## config.mk

```make
export PLATFORM = sky130hd
export DESIGN_NAME = pc_next_unit
export DESIGN_NICKNAME = d
export VERILOG_FILES = /design/src/rtl/pc_next_unit.sv
export SDC_FILE = /design/constraint.sdc
export NUM_CORES = 1
export LEC_CHECK = 0
export BUFFER_PORTS_ARGS = -buffer_cell sky130_fd_sc_hd__buf_2
export CAP_MARGIN = 40
export CORE_ASPECT_RATIO = 0.7
export CORE_MARGIN = 4
export CORE_UTILIZATION = 30
export DETAILED_ROUTE_END_ITERATION = 10
export HOLD_SLACK_MARGIN = 0.02
export PLACE_DENSITY = 0.49
export REMOVE_ABC_BUFFERS = 1
export SYNTH_ARGS = -nofsm -noshare
export SYNTH_HDL_FRONTEND = slang
export SYNTH_SLANG_ARGS = --single-unit
export TNS_END_PERCENT = 1
```

## constraint.sdc

```tcl
create_clock -name clk -period 4.13 [get_ports clk]
set_input_delay 0.6195 -clock clk [delete_from_list [all_inputs] [get_ports clk]]
set_output_delay 0.6195 -clock clk [all_outputs]
set_load 0.005 [all_outputs]
```

## src/rtl/pc_next_unit.sv

```systemverilog
// ---------------------------------------------------------------------------
// pc_next_unit
//   Next-PC generator for an 8-bit PC register. It picks the sequential,
//   branch, jump, call or return target and keeps call return addresses in a
//   small LIFO return-address stack (RAS).
//
//   pc_next is purely combinational so the PC register can load it on the
//   same clock edge that the RAS commits its push or pop. No latency is added.
//
// Ports
//   clk           rising-edge clock, shared with the PC register
//   reset         synchronous, active-high; clears the RAS and forces pc_next=0
//   pc_q          current PC fed back from the PC register
//   stall         hold the PC; the RAS is left untouched
//   branch_taken  conditional branch resolved as taken
//   branch_off    signed two's-complement branch offset
//   jump          absolute jump to target
//   call          jump to target and push pc_q+1
//   ret           pop the RAS and go to the popped address
//   target        absolute target for jump/call
//   pc_next       next PC, drives the PC register d input
//   ras_count     number of valid RAS entries, 0..DEPTH
//   ras_empty     ras_count == 0
//   ras_full      ras_count == DEPTH
//   ras_ovf       sticky flag: a call arrived while the RAS was full
//   ras_unf       sticky flag: a ret arrived while the RAS was empty
// ---------------------------------------------------------------------------
module pc_next_unit #(
  parameter int AW    = 8,
  parameter int DEPTH = 4,
  parameter int SPW   = 2
) (
  input  logic          clk,
  input  logic          reset,
  input  logic [AW-1:0] pc_q,
  input  logic          stall,
  input  logic          branch_taken,
  input  logic [AW-1:0] branch_off,
  input  logic          jump,
  input  logic          call,
  input  logic          ret,
  input  logic [AW-1:0] target,
  output logic [AW-1:0] pc_next,
  output logic [SPW:0]  ras_count,
  output logic          ras_empty,
  output logic          ras_full,
  output logic          ras_ovf,
  output logic          ras_unf
);

  localparam logic [SPW:0] FULL_CNT = (SPW+1)'(DEPTH);

  logic [AW-1:0]  stack_q [DEPTH];
  logic [SPW:0]   count_q, count_d;
  logic           ovf_q, ovf_d;
  logic           unf_q, unf_d;
  logic           push_en;
  logic [AW-1:0]  pc_inc;
  logic [AW-1:0]  top_entry;
  logic [SPW-1:0] top_idx;
  logic [SPW-1:0] push_idx;
  logic           is_empty;
  logic           is_full;

  // Address math is modulo 2^AW; the offset is two's complement, so a plain
  // AW-bit add gives the sign-extended result for free.
  assign pc_inc    = pc_q + AW'(1);
  assign push_idx  = count_q[SPW-1:0];
  // When the stack is full the low pointer bits wrap to 0, so subtracting one
  // still lands on the last entry.
  assign top_idx   = count_q[SPW-1:0] - SPW'(1);
  assign top_entry = stack_q[top_idx];
  assign is_empty  = (count_q == '0);
  assign is_full   = (count_q == FULL_CNT);

  // Priority: stall, ret, call, jump, branch, sequential. A simultaneous
  // call and ret resolves as a ret only.
  always_comb begin
    pc_next = pc_inc;
    count_d = count_q;
    push_en = 1'b0;
    ovf_d   = ovf_q;
    unf_d   = unf_q;
    if (reset) begin
      pc_next = '0;
    end else if (stall) begin
      pc_next = pc_q;
    end else if (ret) begin
      if (!is_empty) begin
        pc_next = top_entry;
        count_d = count_q - (SPW+1)'(1);
      end else begin
        unf_d = 1'b1;
      end
    end else if (call) begin
      pc_next = target;
      if (!is_full) begin
        push_en = 1'b1;
        count_d = count_q + (SPW+1)'(1);
      end else begin
        ovf_d = 1'b1;
      end
    end else if (jump) begin
      pc_next = target;
    end else if (branch_taken) begin
      pc_next = pc_inc + branch_off;
    end
  end

  // RAS storage, pointer and sticky flags; reset overrides any pending push/pop.
  always_ff @(posedge clk) begin
    if (reset) begin
      for (int i = 0; i < DEPTH; i++) begin
        stack_q[i] <= '0;
      end
      count_q <= '0;
      ovf_q   <= 1'b0;
      unf_q   <= 1'b0;
    end else begin
      count_q <= count_d;
      ovf_q   <= ovf_d;
      unf_q   <= unf_d;
      if (push_en) begin
        stack_q[push_idx] <= pc_inc;
      end
    end
  end

  assign ras_count = count_q;
  assign ras_empty = is_empty;
  assign ras_full  = is_full;
  assign ras_ovf   = ovf_q;
  assign ras_unf   = unf_q;

endmodule
```

-- Word-level counts from Yosys, hierarchy flattened
Memory sizes are Yosys's and may differ from the RTL's.
Index checks and enable logic that the tools add are counted.
- word-level logic and storage cells: 44
- latch bits: 0
- RAM bits: 32
- register bits: 5
- memories: 1
- ROM bits: 0
- shift-type cells: 0
- bitwise logic cells: 2
- multiplexer cells: 24
- magnitude comparators: 0
- add/subtract/negate cells: 5
- divide/modulo/power cells: 0
- reduce and logical (&&, ||, !) cells: 6
- multipliers: 0
- equality and inequality tests: 3
- memories (memory ; words ; bits a word ; read ports ; clocked after Yosys merged registers in ; wr ports ; line ; RTL):
    stack_q ; 4 ; 8 ; 1 ; 0 ; 4 ; 53 ; logic [AW-1:0] stack_q [DEPTH];
- operators by type and width (kind ; count):
    2-to-1 mux 8 bit ; 8
    2-to-1 mux 3 bit ; 4
    2-to-1 mux 1 bit ; 11
    adder 8 x 1 -> 8 bit, second input constant ; 1
    adder 8 bit ; 1
    AND reduction 4 bit ; 2
    OR reduction 8 bit ; 1
    inequality test 2 bit, second input constant ; 2
    adder 3 x 1 -> 3 bit, second input constant ; 1
    equality test 3 bit, second input constant ; 1
    zero test 3 bit ; 1
    AND reduction 3 bit ; 1
    subtractor 3 x 1 -> 3 bit, second input constant ; 1
    2-to-1 mux 2 bit ; 1
    inverter 1 bit ; 2
    nonzero test 2 bit ; 1
    subtractor 2 x 1 -> 2 bit, second input constant ; 1

-- Longest topological paths before layout
Gate-level depths: netlist of run 1.
- depth after elaboration: 11
- depth in mapped cells: 12

-- Least setup slack after synthesis of run 1
Ideal clock, no wire load.
- path type: input-to-output
- start: input pc_q[0]
- end: output pc_next[7]
- arrival: 2.752 ns
- path buffers: 0
- slack: 0.759 ns
- stages: 12
- data required time: 3.510 ns
- path through: ha_1 -> nand2_1 -> or3_1 -> xnor2_1 -> inv_1 -> ha_1 -> or3_1 -> o21ai_0 -> nor3_1 -> nand3b_1 -> xor2_1 -> o21a_1
- longest elaborated chain between the ends: 8
- elaborated cells between the ends (all ways): 9
- classes of those cells: add/sub (2); mux (7)
- ends and longest elaborated chain (what ; line ; RTL):
    start: declaration ; 35 ; input logic [AW-1:0] pc_q,
    adder 8 x 1 -> 8 bit (*) ; 67 ; assign pc_inc = pc_q + AW'(1);
    adder 8 bit ; 106 ; pc_next = pc_inc + branch_off;
    2-to-1 mux 8 bit ; 105 ; end else if (branch_taken) begin
    2-to-1 mux 8 bit ; 103 ; end else if (jump) begin
    2-to-1 mux 8 bit ; 95 ; end else if (call) begin
    2-to-1 mux 8 bit (*) ; 88 ; end else if (ret) begin
    2-to-1 mux 8 bit (*) ; 86 ; end else if (stall) begin
    2-to-1 mux 8 bit (*) ; 84 ; if (reset) begin
    end: declaration ; 43 ; output logic [AW-1:0] pc_next,
Every way passes the cells marked *; elsewhere a longest branch is shown, timed or not.

-- Final worst setup path of run 1
Same ends and word-level chain as after synthesis.

==> results of run 1 <==
## cells in the final DEF (no fill, tap or decap), types with 2 or more instances in the layout
cell                        instances
sky130_fd_sc_hd__nor2_1            43
sky130_fd_sc_hd__buf_4              5
sky130_fd_sc_hd__a21oi_1           15
sky130_fd_sc_hd__o211ai_1           3
sky130_fd_sc_hd__a221oi_1           2
sky130_fd_sc_hd__inv_1             23
sky130_fd_sc_hd__nor2_2             2
sky130_fd_sc_hd__clkbuf_16          5
sky130_fd_sc_hd__o21ai_0           12
sky130_fd_sc_hd__edfxtp_1          32
sky130_fd_sc_hd__a211oi_1           3
sky130_fd_sc_hd__nand2_1           16
sky130_fd_sc_hd__xor2_1             4
sky130_fd_sc_hd__buf_2             45
sky130_fd_sc_hd__nand3_1            4
sky130_fd_sc_hd__ha_1               9
sky130_fd_sc_hd__o221ai_1           5
sky130_fd_sc_hd__or3_1              5
sky130_fd_sc_hd__xnor2_1           10
sky130_fd_sc_hd__dfxtp_1            5
sky130_fd_sc_hd__fa_1               2
sky130_fd_sc_hd__nand2b_1           4
sky130_fd_sc_hd__a2111oi_0          2
sky130_fd_sc_hd__o21bai_1           3
sky130_fd_sc_hd__nor3_1             3
sky130_fd_sc_hd__mux4_2             8
## layout make-up
type                    instances  area [um2]  share of cell area, %
repair buffers                 50         263                   9.18
inverters                      23        86.3                   3.02
clock buffers                   6         129                   4.50
multi-input cells             167        1170                   40.8
clock inverters                 2        33.8                   1.18
well taps                      98         123                   4.28
flip-flops and latches         37        1060                   37.1
## through the flow
step | cell area (um2) | util [%] | worst slack, ns
2_1_floorplan | 2310 | - | 0.764
3_3_place_gp | 2690 | 35.9 | 0.347
3_5_place_dp | 2690 | 36.0 | 0.242
4_1_cts | 2860 | 38.2 | 0.226
5_1_grt | 2860 | 38.3 | 0.149
6_report | 2860 | 38.3 | 0.326
## state kept, by name, indices dropped and copies added (netlist names)
| name | count |
|---|---|
| stack_q | 32 |
| ras_ovf | 1 |
| ras_count | 3 |
| ras_unf | 1 |
## worst paths after layout
check                                               start                          end  depth (start not counted)  slack [ns]
worst max-delay path                              pc_q[0]                   pc_next[7]                         14        0.33
worst min-delay path                 ras_unf$_SDFFE_PP0P_         ras_unf$_SDFFE_PP0P_                          2        0.46
worst max register to register  ras_count[0]$_SDFFE_PP0P_  stack_q[1][1]$_SDFFCE_PN0P_                          8        1.20
worst min register to register       ras_unf$_SDFFE_PP0P_         ras_unf$_SDFFE_PP0P_                          2        0.46
## critical path, cell delays in order
cell                       delay, ns
sky130_fd_sc_hd__buf_2          0.20
sky130_fd_sc_hd__ha_1           0.27
sky130_fd_sc_hd__nand2_1        0.09
sky130_fd_sc_hd__or3_1          0.38
sky130_fd_sc_hd__xnor2_1        0.20
sky130_fd_sc_hd__inv_1          0.07
sky130_fd_sc_hd__ha_1           0.20
sky130_fd_sc_hd__or3_1          0.35
sky130_fd_sc_hd__o21ai_0        0.12
sky130_fd_sc_hd__nor3_1         0.06
sky130_fd_sc_hd__nand3b_1       0.16
sky130_fd_sc_hd__xor2_1         0.15
sky130_fd_sc_hd__o21a_1         0.19
sky130_fd_sc_hd__buf_2          0.12
## cell usage after synthesis (4+ instances only)
cell	instances
sky130_fd_sc_hd__nand3_1	4
sky130_fd_sc_hd__nand2b_1	4
sky130_fd_sc_hd__ha_1	9
sky130_fd_sc_hd__xor2_1	4
sky130_fd_sc_hd__nor2_1	43
sky130_fd_sc_hd__or3_1	5
sky130_fd_sc_hd__o221ai_1	5
sky130_fd_sc_hd__inv_1	23
sky130_fd_sc_hd__nand2_1	16
sky130_fd_sc_hd__clkbuf_1	6
sky130_fd_sc_hd__o21ai_0	12
sky130_fd_sc_hd__a21oi_1	15
sky130_fd_sc_hd__xnor2_1	11
sky130_fd_sc_hd__mux4_2	8
sky130_fd_sc_hd__dfxtp_1	5
sky130_fd_sc_hd__edfxtp_1	32
## routing by layer
metal	part of all wire, %	GRT usage (%)
met1	49	22.5
met2	40	21.6
met3	9.9	4.01
met4	0.91	3.56
met5	0	0
## kinds of logic after synthesis
logic type	share of synthesized area [%]
DFF	44.7
muxes	7.59
and+or+nand+nor	16.0
xor gates and xnor gates	5.53
adders and majority gates	6.43
AOI/OAI and AO/OA	13.3
buffers and inverters	6.43
## power by group through the flow
| stage | combinational [uW] | clock (uW) | sequential (uW) |
|---|---|---|---|
| after global routing | 297 | 454 | 435 |
| after global placement | 267 | 0 | 441 |
| final | 267 | 430 | 434 |
| after floorplan | 161 | 0 | 446 |
| after detailed placement | 267 | 0 | 441 |
| after CTS | 269 | 438 | 433 |
==> results.txt, run 1 <==
Outcome: completed
Static power due to leakage: 0.00119 uW
Startpoint types: primary input
Floorplan Core Area: 7480 um2
Average wire length per cell after detail routing: 17.4 um
Clk network pwr share: 38.0%
DR iter-0 viols: 120
Library cell occupying the most area in the post-synthesis netlist: sky130_fd_sc_hd__edfxtp_1
Number of sinks on the clock net: 37
Summed negative setup slack over all endpoints: 0 ns
Element type at the critical path end: output port
Max Clock Freq: 0.263 GHz
Maximum fanout encountered on the critical timing path: 10
Count of hold-fix buffers inserted at cts: 0
First-pass GRT wire length: 10500 um
Number of buffers created by CTS: 5
Net switching power of the design: 308 uW
Vias after detailed routing: 1943
Synthesized instance count: 238
Clock-pin slew on the worst setup and hold paths: 0.05 ns
Number of storage elements in the synthesis netlist: 37
Global placer's final weighted congestion: 0.774
Overall overflow remaining after global route: 0
Aggregate routed wire length: 6680 um
Post-synthesis async set-or-reset flop share: 0%
Count of endpoints failing hold in the final timing report: 0
Hold WC Path Type: flip-flop to flip-flop
Synth-to-layout area growth: 20.6%
Number of iterations in the first detailed-routing pass: 4
EDFF count, synth: 32
Post CTS Setup Buffer Count: 0
Summed instance area of the synthesized netlist: 2370 um2
Setup violators final: 0
CTS tree: yes
Fraction of layout instances using a drive strength above 1: 24.2%
CP Class: primary input to output port
Normalized max-slew margin: 51.2%
Portion of total power attributed to sequential cells: 38.4%
Initial cell density of the core: 31.7%
Data arrival time at the worst-slack endpoint: 3.18 ns
Setup repair after global routing missed its margin: no
Chip width: 114 um
Worst VDD drop: 0.164 mV
Top-Level Pins: 46
Final critical-path required period: 3.80 ns
Port Buffers: 45
Number of inserted filler cells in the final layout: 778
Sw Share: 27.2%
Worst-margin pin slew: 0.724 ns
Power per cell area: 395 nW/um2
Period utilization: 92.1%
Count of H-tree levels built during CTS: 2
DRC: 0
Max-cap viol count: 0
Largest cells by area after synthesis: sky130_fd_sc_hd__edfxtp_1, sky130_fd_sc_hd__mux4_2, sky130_fd_sc_hd__nor2_1
Post-detailed-route count of antenna-violating nets: 0
Non-filler cells, final: 383
Area of the die: 9420 um2
Smallest hold slack: 0.463 ns
Detailed-route vias per instance: 5.07
Area fraction of the dominant cell type after synthesis: 40.5%
Post-detailed-placement half-perimeter wirelength: 5050 um
Cell count after placement: 375
Site row count: 26
Total power: 1130 uW
Resized Gates After CTS: 0
Data required time of the worst path: 3.51 ns
CTS root buf: sky130_fd_sc_hd__clkbuf_16
Number of global-route vias before repair: 1922
Yosys warning total: 0
Global-route usage over all layers: 15.1%
Die extent in y: 82.4 um
Maximum buffer depth of the clock tree: 2
Final Skew: 0.00277 ns
Internal Power: 823 uW
Share of power burned in combinational logic: 23.6%
Antenna diode count: 0
Number of max-slew violations in the final report: 0
Nets: 326
Share of synthesized area occupied by flip-flops and latches: 44.7%
Number of library cell types mapped by synthesis: 37
Pin count of the biggest net entering global routing: 19
Mean cell area of the mapped netlist: 9.97 um2
Number of antenna violations at the first check in global routing: 0
Predominant post-synthesis flop cell: sky130_fd_sc_hd__edfxtp_1
Clock latency on the worst-skew pair: 0.28 ns
(Power assumes the default switching activity.)
==> inputs of run 2 (changes only) <==
PLACE_DENSITY = 0.51   (was 0.49)
==> results.txt, run 2 (same netlist as run 1, synthesis figures left out) <==
Max-cap viol count: 0 (unchanged)
Count of H-tree levels built during CTS: 2 (unchanged)
Floorplan Core Area: 7480 um2 (unchanged)
Pin count of the biggest net entering global routing: 19 (unchanged)
Maximum buffer depth of the clock tree: 2 (unchanged)
Leading cell types in the layout, fill and taps excluded: sky130_fd_sc_hd__buf_2, sky130_fd_sc_hd__nor2_1, sky130_fd_sc_hd__edfxtp_1
Number of global-route vias before repair: 1902 (-1.0%)
Data arrival time at the worst-slack endpoint: 3.19 ns (about the same)
Area of the multi-input gates: 1170 um2 (unchanged)
Number of max-slew violations in the final report: 0 (unchanged)
First-pass GRT wire length: 10200 um (-2.5%)
Site row count: 26 (unchanged)
Min setup slack post-route: 0.321 ns (-0.00429 ns)
Power per cell area: 375 nW/um2 (-5.1%)
Number of buffers created by CTS: 5 (unchanged)
Sequential Area: 1060 um2 (unchanged)
Worst-margin pin slew: 0.844 ns (+0.119 ns)
Detailed-route vias per instance: 4.93 (-2.9%)
Post CTS Setup Buffer Count: 0 (unchanged)
Max Clock Freq: 0.263 GHz (-0.11%)
Placement Setup Slack: 0.247 ns (+0.00494 ns)
Fraction of layout instances using a drive strength above 1: 25.2% (+0.96 points)
Vias after detailed routing: 1892 (-2.6%)
Global placer's final weighted congestion: 0.807 (+4.2%)
Post-detailed-route count of antenna-violating nets: 0 (unchanged)
Period utilization: 92.2% (+0.10 points)
Aggregate routed wire length: 6460 um (-3.3%)
DR iter-0 viols: 95 (-21%)
Nets: 327 (+0.31%)
Outcome: completed
Data required time of the worst path: 3.51 ns (about the same)
Synth-to-layout area growth: 20.1%
Number of iterations in the first detailed-routing pass: 4 (unchanged)
Number of antenna violations at the first check in global routing: 0 (unchanged)
DRC: 0 (unchanged)
Area of the die: 9420 um2 (unchanged)
Final Skew: 0.00680 ns (+0.00403 ns)
Die extent in y: 82.4 um (unchanged)
Number of flip-flops in the largest register: 32 (unchanged)
Summed negative setup slack over all endpoints: 0 ns (unchanged)
Global-route usage over all layers: 14.6% (-0.51 points)
Most common cell after layout, fill and taps aside: sky130_fd_sc_hd__buf_2
Resized Gates After CTS: 0 (unchanged)
Number of sinks on the clock net: 37 (unchanged)
Final critical-path required period: 3.81 ns (+0.00429 ns)
CTS root buf: sky130_fd_sc_hd__clkbuf_16
Port Buffers: 45 (unchanged)
Element type at the critical path end: output port
Count of hold-fix buffers inserted at cts: 0 (unchanged)
Count of endpoints failing hold in the final timing report: 0 (unchanged)
Hold WC Path Type: flip-flop to flip-flop
Setup repair after global routing missed its margin: no
Antenna diode count: 0 (unchanged)
Chip width: 114 um (unchanged)
Worst VDD drop: 0.165 mV (about the same)
Setup violators final: 0 (unchanged)
Clock-pin slew on the worst setup and hold paths: 0.06 ns (about the same)
Post-detailed-placement half-perimeter wirelength: 5020 um (-0.58%)
Startpoint types: primary input
Clock latency on the worst-skew pair: 0.28 ns (about the same)
Maximum fanout encountered on the critical timing path: 10 (unchanged)
Average wire length per cell after detail routing: 16.8 um (-3.5%)
Overall overflow remaining after global route: 0 (unchanged)
Static power due to leakage: 0.00119 uW (-0.39%)
Initial cell density of the core: 31.7% (unchanged)
Top-Level Pins: 46 (unchanged)
Largest register by flop count: stack_q
Normalized max-slew margin: 43.2% (-8.0 points)
CTS tree: yes
Number of inserted filler cells in the final layout: 791 (+1.7%)
CP Class: primary input to output port
run 2: cell type report:
class	instances	area share [%]
Tap cell	98	4.30
Multi-Input combinational cell	167	41.0
Clock inverter	3	0.615
Timing Repair Buffer	51	9.48
Sequential cell	37	37.2
Inverter	23	3.03
Clock buffer	5	4.39
run 2: path summary, 6_finish.rpt:
| check | start | to | slack [ns] | cells after the start |
|---|---|---|---|---|
| hold / removal | ras_ovf$_SDFFE_PP0P_ | ras_ovf$_SDFFE_PP0P_ | 0.47 | 2 |
| setup reg to reg | ras_count[0]$_SDFFE_PP0P_ | stack_q[1][7]$_SDFFCE_PN0P_ | 1.25 | 8 |
| hold reg to reg | ras_ovf$_SDFFE_PP0P_ | ras_ovf$_SDFFE_PP0P_ | 0.47 | 2 |
| setup / recovery | pc_q[0] | pc_next[7] | 0.32 | 14 |
run 2: stage by stage:
step,utilization [%],hold slack (ns),total power (uW),cells,cell area [um2]
floorplan,-,0.461,607,227,2310
global route,38.1,0.497,1120,384,2850
global placement,36.0,0.450,708,375,2690
CTS,38.0,0.476,1080,384,2840
finish,38.1,0.467,1070,384,2850
detailed placement,36.1,0.463,709,376,2700
run 2: report_power, final:
group	switching [uW]	total [uW]	internal, uW
Combinational	153	267	114
Sequential	7.69	433	426
Clock	147	368	221
run 2: worst max-delay path, stage by stage:
cell	delay, ns
sky130_fd_sc_hd__buf_2	0.22
sky130_fd_sc_hd__ha_1	0.27
sky130_fd_sc_hd__nand2_1	0.09
sky130_fd_sc_hd__or3_1	0.37
sky130_fd_sc_hd__xnor2_1	0.21
sky130_fd_sc_hd__inv_1	0.07
sky130_fd_sc_hd__ha_1	0.20
sky130_fd_sc_hd__or3_1	0.34
sky130_fd_sc_hd__o21ai_0	0.11
sky130_fd_sc_hd__nor3_1	0.06
sky130_fd_sc_hd__nand3b_1	0.16
sky130_fd_sc_hd__xor2_1	0.16
sky130_fd_sc_hd__o21a_1	0.19
sky130_fd_sc_hd__buf_2	0.12
run 2: routing by layer:
metal / track usage, % / up-vias / share of wire, %
met1: 21.3 / 889 / 52
li1: - / 941 / -
met5: 0 / - / 0
met3: 4.22 / 2 / 7.1
met4: 3.91 / 0 / 0.54
met2: 20.9 / 60 / 41
==> inputs of run 3 (changes only) <==
BUFFER_PORTS_ARGS = unset   (was -buffer_cell sky130_fd_sc_hd__buf_2)
DONT_BUFFER_PORTS = 1   (was unset)
PLACE_DENSITY = 0.46   (was 0.51)
RECOVER_POWER = 25   (was unset)
==> results.txt, run 3 (same netlist as run 1, synthesis figures left out) <==
Outcome: completed
Post-detailed-placement half-perimeter wirelength: 4890 um (-2.5%)
Net switching power of the design: 287 uW (-6.5%)
Max Clock Freq: 0.263 GHz (+0.21%)
Largest register by flop count: stack_q
Area of the multi-input gates: 1150 um2 (-1.1%)
Critical path launch point: pc_q[0]
Portion of total power attributed to sequential cells: 40.0% (-0.6 points)
Number of buffers and inverters on the critical path: 2 (-1)
Floorplan Core Area: 7480 um2 (unchanged)
Most common cell after layout, fill and taps aside: sky130_fd_sc_hd__nor2_1
Maximum fanout encountered on the critical timing path: 10 (unchanged)
Period utilization: 92.0% (-0.19 points)
Clk network pwr share: 39.7% (+5.2 points)
Normalized max-slew margin: 49.0% (+5.8 points)
Cell type group with the largest total delay on the critical path: compound AO/OA/AOI/OAI gates
Count of endpoints failing hold in the final timing report: 0 (unchanged)
Chip width: 114 um (unchanged)
Average wire length per cell after detail routing: 18.8 um (+12%)
Aggregate routed wire length: 6350 um (-1.7%)
Non-filler cells, final: 337 (-12%)
Clock-pin slew on the worst setup and hold paths: 0.06 ns (about the same)
Post CTS Setup Buffer Count: 0 (unchanged)
Die extent in y: 82.4 um (unchanged)
Element type at the critical path end: output port
DRC: 0 (unchanged)
Global placer's final weighted congestion: 0.848 (+5.1%)
Startpoint types: primary input
Nets: 280 (-14%)
DR iter-0 viols: 112 (+18%)
Number of antenna violations at the first check in global routing: 0 (unchanged)
Clock latency on the worst-skew pair: 0.28 ns (about the same)
Final cell utilization of the core: 35.0% (-3.1 points)
Cell count after placement: 329 (-13%)
Final Skew: 0.00421 ns (-0.00259 ns)
Resized Gates After CTS: 0 (unchanged)
Count of H-tree levels built during CTS: 2 (unchanged)
Top-Level Pins: 46 (unchanged)
Global-route usage over all layers: 14.4% (-0.15 points)
Maximum cell stage delay along the critical path: 0.66 ns (+0.29 ns)
CTS tree: yes
Summed negative setup slack over all endpoints: 0 ns (unchanged)
Number of inserted filler cells in the final layout: 759 (-4.0%)
Max-cap viol count: 0 (unchanged)
Antenna diode count: 0 (unchanged)
Hold WC Path Type: primary input to flip-flop
Power per cell area: 415 nW/um2 (+11%)
Internal Power: 799 uW (+5.0%)
Number of sinks on the clock net: 37 (unchanged)
Count of hold-fix buffers inserted at cts: 0 (unchanged)
Data required time of the worst path: 3.51 ns (about the same)
Overall overflow remaining after global route: 0 (unchanged)
Synth-to-layout area growth: 10.3%
Leading cell types in the layout, fill and taps excluded: sky130_fd_sc_hd__nor2_1, sky130_fd_sc_hd__edfxtp_1, sky130_fd_sc_hd__inv_1
Initial cell density of the core: 31.7% (unchanged)
Static power due to leakage: 0.000983 uW (-17%)
Fraction of layout instances using a drive strength above 1: 8.79% (-16 points)
Detailed-route vias per instance: 5.10 (+3.6%)
Site row count: 26 (unchanged)
Maximum buffer depth of the clock tree: 2 (unchanged)
CTS root buf: sky130_fd_sc_hd__clkbuf_16
Sw Share: 26.5% (-2.3 points)
Setup repair after global routing missed its margin: no
Share of power burned in combinational logic: 20.3% (-4.7 points)
Post-detailed-route count of antenna-violating nets: 0 (unchanged)
Port Buffers: 0 (-100%)
Startpoint of the lowest-slack register-to-register path: ras_count[0]$_SDFFE_PP0P_
Worst VDD drop: 0.175 mV (+6.1%)
Startpoint of the tightest hold check path: reset
CP cell instances: ha_1 > xnor2_1 > inv_1 > ha_1 > inv_1 > o21bai_1 > a21oi_1 > xnor2_1 > a211oi_1 > a2111oi_0
Slowest cell on the critical path: sky130_fd_sc_hd__a2111oi_0
Number of buffers created by CTS: 5 (unchanged)
Number of global-route vias before repair: 1726 (-9.3%)
Pin count of the biggest net entering global routing: 19 (unchanged)
Number of max-slew violations in the final report: 0 (unchanged)
Sequential Area: 1060 um2 (unchanged)
Final critical-path required period: 3.80 ns (-0.00793 ns)
Area of the die: 9420 um2 (unchanged)
Number of flip-flops in the largest register: 32 (unchanged)
First-pass GRT wire length: 10000 um (-2.2%)
Data arrival time at the worst-slack endpoint: 3.18 ns (about the same)
Worst-margin pin slew: 0.757 ns (-0.0865 ns)
Setup violators final: 0 (unchanged)
CP Class: primary input to output port
Vias after detailed routing: 1720 (-9.1%)
Number of iterations in the first detailed-routing pass: 4 (unchanged)
-- run 3: layout make-up --
type	count	share of cell area (%)
flip-flops and latches	37	40.5
clock inverters	3	1.58
repair buffers	4	1.00
inverters	23	3.30
clock buffers	5	4.78
multi-input cells	167	44.1
well taps	98	4.68
-- run 3: worst paths after layout --
kind	end	slack [ns]	cells after the start
max reg2reg	stack_q[0][1]$_SDFFCE_PN0P_	1.03	8
max	pc_next[4]	0.33	10
min reg2reg	ras_ovf$_SDFFE_PP0P_	0.49	2
min	ras_ovf$_SDFFE_PP0P_	0.40	1
-- run 3: per-stage QoR --
| stage | hold slack (ns) | instance area [um2] | setup WS (ns) | power [uW] |
|---|---|---|---|---|
| floorplan | 0.461 | 2310 | 0.764 | 607 |
| global placement | 0.481 | 2450 | 0.316 | 667 |
| detailed placement | 0.488 | 2460 | 0.357 | 666 |
| CTS | 0.396 | 2630 | 0.347 | 1100 |
| global route | 0.396 | 2620 | 0.199 | 1140 |
| finish | 0.400 | 2620 | 0.329 | 1090 |
-- run 3: power by group through the flow --
stage | clock network (uW) | logic, uW | registers (uW)
after detailed placement | 0 | 224 | 442
final | 431 | 221 | 434
after global placement | 0 | 224 | 442
after CTS | 440 | 225 | 435
after global routing | 460 | 247 | 437
after floorplan | 0 | 161 | 446
-- run 3: routing by layer --
| layer | GRT usage, % | vias to the layer above | wire (um) |
|---|---|---|---|
| met2 | 20.9 | 52 | 2660 |
| met4 | 3.20 | 0 | 13 |
| met3 | 5.24 | 2 | 515 |
| met5 | 0 | - | 0 |
| met1 | 20.6 | 816 | 3160 |
| li1 | - | 850 | - |
